[src/rtl/rr_arb4_8bit.sv]
// Four-requester round-robin arbiter that moves bursts of up to MAX_BURST
// 8-bit beats from the owning requester onto one registered output channel.
module rr_arb4_8bit #(
    parameter int MAX_BURST = 4
) (
    input  logic       clk,
    input  logic       rst_n,
    input  logic [3:0] req,
    input  logic [7:0] i0,
    input  logic [7:0] i1,
    input  logic [7:0] i2,
    input  logic [7:0] i3,
    input  logic       ready,
    output logic [3:0] grant,
    output logic       sel1,
    output logic       sel0,
    output logic [7:0] f,
    output logic       valid,
    output logic       busy,
    output logic       dbg_state
);

    typedef enum logic {
        IDLE  = 1'b0,
        GRANT = 1'b1
    } state_t;

    state_t     state;
    logic [1:0] g;
    logic [1:0] ptr;
    logic [3:0] cnt;
    logic [1:0] pick;
    logic [7:0] data_g;
    logic       slot_free;

    // Handshake: a beat on f transfers on any rising edge where valid=1 and
    // ready=1; while valid=1 and ready=0, f and valid hold their values.
    assign slot_free = !valid || ready;
    assign dbg_state = state;

    // Walk from ptr+3 down to ptr so the nearest requester to ptr wins.
    always_comb begin
        pick = ptr;
        for (int j = 3; j >= 0; j--) begin
            if (req[ptr + 2'(j)]) pick = ptr + 2'(j);
        end
    end

    always_comb begin
        case (g)
            2'd0:    data_g = i0;
            2'd1:    data_g = i1;
            2'd2:    data_g = i2;
            default: data_g = i3;
        endcase
    end

    always_ff @(posedge clk) begin
        if (!rst_n) begin
            state <= IDLE;
            ptr   <= 2'd0;
            g     <= 2'd0;
            cnt   <= 4'd0;
            grant <= 4'd0;
            sel1  <= 1'b0;
            sel0  <= 1'b0;
            f     <= 8'h00;
            valid <= 1'b0;
            busy  <= 1'b0;
        end else begin
            case (state)
                IDLE: begin
                    if (slot_free) valid <= 1'b0;
                    if (|req) begin
                        state        <= GRANT;
                        g            <= pick;
                        cnt          <= 4'd0;
                        grant        <= 4'b0001 << pick;
                        {sel1, sel0} <= pick;
                        busy         <= 1'b1;
                    end
                end
                GRANT: begin
                    if (slot_free) begin
                        if (req[g] && (cnt < 4'(MAX_BURST))) begin
                            f     <= data_g;
                            valid <= 1'b1;
                            cnt   <= cnt + 4'd1;
                        end else begin
                            // Any loaded beat has just been accepted, so release is safe.
                            valid <= 1'b0;
                            state <= IDLE;
                            ptr   <= g + 2'd1;
                            grant <= 4'd0;
                            busy  <= 1'b0;
                        end
                    end
                end
                default: state <= IDLE;
            endcase
        end
    end

endmodule

[config.mk]
export PLATFORM = sky130hd
export DESIGN_NAME = rr_arb4_8bit
export DESIGN_NICKNAME = d
export VERILOG_FILES = /design/src/rtl/rr_arb4_8bit.sv
export SDC_FILE = /design/constraint.sdc
export NUM_CORES = 1
export LEC_CHECK = 0
export CORE_MARGIN = 1.5
export CORE_UTILIZATION = 46
export CTS_BUF_LIST = sky130_fd_sc_hd__clkbuf_4
export DETAILED_ROUTE_END_ITERATION = 7
export GPL_TIMING_DRIVEN = 0
export PLACE_DENSITY = 0.95
export SYNTH_ARGS = -nofsm -noshare
export SYNTH_HDL_FRONTEND = slang
export SYNTH_SLANG_ARGS = --single-unit
[constraint.sdc]
create_clock -name clk -period 2.7 [get_ports clk]
set_clock_uncertainty 0.1 [all_clocks]
set_input_delay 0.27 -clock clk [delete_from_list [all_inputs] [get_ports clk]]
set_output_delay 0.27 -clock clk [all_outputs]
set_load 0.05 [all_outputs]
# ---- Yosys cells after proc, flatten, opt, wreduce, memory -nomap -nowiden
# Index checks and enable logic that the tools add are counted.
dict set report totals {
  register_bits 25
  elab_cells 76
}
dict set report classes {
  eq_ne 7
  addsub 5
  muxes 34
  n_reduce_logical 11
  n_shift 1
  order_cmp 6
  bitwise_logic 2
}
# operator count
set ops {}
lappend ops {{2-to-1 mux 4 bit} 6}
lappend ops {{case mux 8 bit (3 select lines)} 1}
lappend ops {{case mux 4 bit (2 select lines)} 2}
lappend ops {{< comparator 2 x 3 -> 1 bit, second input constant} 5}
lappend ops {{2-to-1 mux 1 bit} 13}
lappend ops {{AND reduction 3 bit} 4}
lappend ops {{binary-select mux 1 bit (select 2 bit)} 5}
lappend ops {{2-to-1 mux 2 bit} 4}
lappend ops {{inequality test 2 bit, second input constant} 3}
lappend ops {{case mux 1 bit (2 select lines)} 3}
lappend ops {{adder 2 x 1 -> 2 bit, second input constant} 2}
lappend ops {{adder 2 bit, second input constant} 2}
lappend ops {{adder 4 x 1 -> 4 bit, second input constant} 1}
lappend ops {{< comparator 4 x 3 -> 1 bit, second input constant} 1}
lappend ops {{inequality test 2 x 1 -> 1 bit, second input constant} 2}
lappend ops {{AND reduction 2 bit} 2}
lappend ops {{OR reduction 4 bit} 1}
lappend ops {{left shift 1 x 2 -> 4 bit, first input constant} 1}
lappend ops {{equality test 2 x 1 -> 1 bit, second input constant} 1}
lappend ops {{equality test 2 bit, second input constant} 1}
lappend ops {{logical NOT 2 bit} 1}
lappend ops {{NOT 1 bit} 2}
lappend ops {{logical AND 1 bit} 1}
lappend ops {{logical NOT 1 bit} 1}
lappend ops {{logical OR 1 bit} 1}

# ---- Logic depth before layout (Yosys ltp)
dict set report depth {
  word_depth 10
  mapped_depth 7
  depth_no_buf 6
}

# ---- Least setup slack after synthesis
# No wires, ideal clock.
dict set report synth_timing {
  path_kind {flip-flop to flip-flop}
  start {register, netlist name sel1}
  end {register cnt[0]}
  required_time_ns 2.468
  slack_ns 0.702
  stages_incl_launch_ff 6
  arrival_ns 1.766
  n_path_buf 1
  setup_time_ns 0.132
  cell_sequence {dfxtp_1 > or3b_1 > o22a_1 > clkbuf_1 > o211ai_1 > a21oi_1}
}
# element line
set synth_lines {}
lappend synth_lines {{end signal: assignment} 88} ;# cnt <= cnt + 4'd1;
lappend synth_lines {{end: declaration} 31} ;# logic [3:0] cnt;

==> run metrics <==
outcome finished, final reports clean; Avg Vias per Cell ~6.1; top_reg_cell synth dfxtp_1; YS warnings 0; Crit-path slowest cell clkdlybuf4s50_1; CTS Buf Count 3; Slew Viols, Final 0; Die X 55.6 um; Final Routed Wirelength 3980 um; layout cells sized above 1 6.05%; Setup WS pre-CTS 484 ps; Initial Utilization 50.0%; Max FO, Critical Path 8; CP delay by family, top buffers and inverters; Gate power share 37.3%; post-DP HPWL about 3000 um; number of synthesized flops with an enable pin 0; # DRC 0; cell area after synthesis about 1300 um2; CTS root buffer clkbuf_4; largest net degree at the start of global routing 14; WHS Path Cells 2; Flop pwr share roughly 44%; filler cell count 191; Critical Path Start Type flop; core area 2540 um2; Seq cells post-synth 23; syn_nets 201; Clk pwr share between 10% and 20%; crit-path cells clkdlybuf4s50_1; Final WS setup ~590 ps; initial antenna violation count 0; gp weighted congestion 0.792; R2R cell count 7; nets 260; final hold vios 0; Post-synth ARST share 0%; crit path capture type output port; Netlist cell types 37; register area share after synthesis between 30 and 40%; DRT antenna net count 0; Synth area leaders dfxtp_1 (36%), o21ai_0 (8.3%), a21oi_1 (7.1%), a222oi_1 (6.3%), nand3_1 (5.5%); # IOs between 50 and 60; H-tree depth 1; Worst path depth 1; Die Y 55.6 um; Layout area overhead 47.6%; post-route minimum period between 2000 and 2500 ps; area share of the largest cell type after synthesis 36.2%; mean post-synth cell area between 8 and 9 um2; Max Root-Sink Buffers 2; Skew-Pair Late Insertion Delay around 320 ps; first-pass GRT wire length between 6000 and 7000 um; via count 1,492; Wirelength per Cell ~16 um; Crit path required time about 2300 ps; hold wc startpoint rst_n; Overflow after GRT 0; Max VDD drop slightly below 500 uV; Final TNS setup 0 ps; DP Area ~1800 um2; WP buf/inv 1; design area about 1900 um2; fmax 473 MHz; LEAKAGE between 0.0006 and 0.0007 uW; worst r2r src g[0]$_SDFFE_PN0P_; Rows 18; final setup fails 0; Int Pwr 556 uW; Power Density between 400 and 500 nW/um2; Max-Cap Viols 0; clock sinks 23; ant diodes 0; RSZ-0062 raised after global routing false; WS Path Type reg2out; Yosys top cell by area dfxtp_1; Post-Syn Instances roughly 160; P_sw 310 uW; setup bufs post-CTS 0; clock slew at reported path FFs approximately 130 ps; R2R Path End f[2]$_SDFFE_PN0P_; total track usage 25.4%; number of global-route vias before repair about 1,400; FF-to-FF setup slack slightly below 700 ps; initial DRC count 111; hold path endpoint g[0]$_SDFFE_PN0P_; CTS tree yes; die area 3090 um2; Crit path largest cell delay between 800 and 900 ps; Max transition margin 65.0%; Detailed Routing Iterations Pass 1 4; Crit path arrival time ~1700 ps; Resize count post-CTS 0; hold crit path type in2reg; Switching Share between 30 and 40%; IO buf count 54; Post-CTS Hold Buffers 0; final worst-path cycle share 78.3%; Slew @ Worst Pin 523 ps
==> cells in the mapped netlist, drive strengths merged (4+ instances only) <==
cell type	instances
nand2	12
o32ai	4
ha	5
nand3	14
dfxtp	23
a222oi	8
a21oi	18
o21ai	21
clkbuf	9
==> through the flow <==
step | utilization [%] | total power, uW | hold slack (ps) | std cells
2_1_floorplan | - | 575 | 361 | 157
3_3_place_gp | 72.7 | 692 | 358 | 241
3_5_place_dp | 72.7 | 707 | 376 | 241
4_1_cts | 73.7 | 862 | 227 | 245
5_1_grt | 73.7 | 906 | 236 | 245
6_report | 73.7 | 865 | 228 | 245
==> cell type report <==
| type | count | area, um2 | share of cell area (%) |
|---|---|---|---|
| clock inverters | 1 | 5.00 | 0.267 |
| multi-input cells | 119 | 752 | 40.1 |
| repair buffers | 54 | 541 | 28.8 |
| flip-flops and latches | 23 | 460 | 24.5 |
| plain buffers | 11 | 43.8 | 2.33 |
| clock buffers | 3 | 22.5 | 1.20 |
| well taps | 30 | 37.5 | 2.00 |
| inverters | 4 | 15.0 | 0.800 |
==> worst max-delay path by stage <==
stage	slack, ps	startpoint	endpoint
floorplan	700	sel1$_SDFFE_PN0P_	cnt[0]$_SDFFE_PN0P_
global placement	550	req[3]	grant[2]$_SDFFE_PN0P_
detailed placement	480	req[3]	grant[3]$_SDFFE_PN0P_
CTS	580	g[0]$_SDFFE_PN0P_	sel0
global route	520	g[0]$_SDFFE_PN0P_	sel0
finish	590	g[0]$_SDFFE_PN0P_	sel0
==> routing by layer <==
| metal | share of wire [%] | wire length [um] | global-route usage, % | up-vias |
|---|---|---|---|---|
| li1 | - | - | - | 711 |
| met1 | 40 | 1610 | 30.5 | 705 |
| met2 | 51 | 2020 | 42.7 | 62 |
| met3 | 6.2 | 247 | 6.51 | 14 |
| met4 | 2.7 | 107 | 11.1 | 0 |
| met5 | 0 | 0 | 0 | - |
==> placed cells by master (no fill, tap or decap), types with 2 or more instances in the layout <==
cell type        Yosys  layout
a21oi_1             18      18
a222oi_1             8       8
ha_1                 5       5
o211ai_1             2       2
nand2_1             12      12
nand2b_1             3       3
clkbuf_4             0       3
clkbuf_1             9       9
buf_2                2       2
o21ai_0             21      21
mux2i_1              2       2
dfxtp_1             23      23
clkdlybuf4s50_1      0      54
nor3_1               3       3
or2_2                2       2
nand3_1             14      14
inv_1                3       3
or3_1                3       3
and2_1               2       2
o32ai_1              4       4
nor2_1               3       3
==> cell families after synthesis <==
group	count (synthesis)	synth area share, %
AO/OA/AOI/OAI	61	30.9
flip-flops	23	36.2
multiplexers	2	1.57
adder cells (fa/ha/maj)	5	4.92
buffers and inverters	15	4.63
AND/OR/NAND/NOR	51	21.8
==> power groups by stage <==
stage | Sequential, uW | Clock, uW | Combinational (uW)
3_3_place_gp | 387 | 0 | 305
5_1_grt | 384 | 180 | 342
2_1_floorplan | 450 | 0 | 124
3_5_place_dp | 389 | 0 | 319
4_1_cts | 381 | 161 | 320
6_report | 381 | 161 | 323
==> state kept, by name, indices dropped and copies added, names as in the netlist <==
register and cells:
f 8, cnt 4, grant 4, ptr 2, busy 1, dbg_state 1, g 1, sel1 1
valid 1
Power figures use the tool's default switching activity.
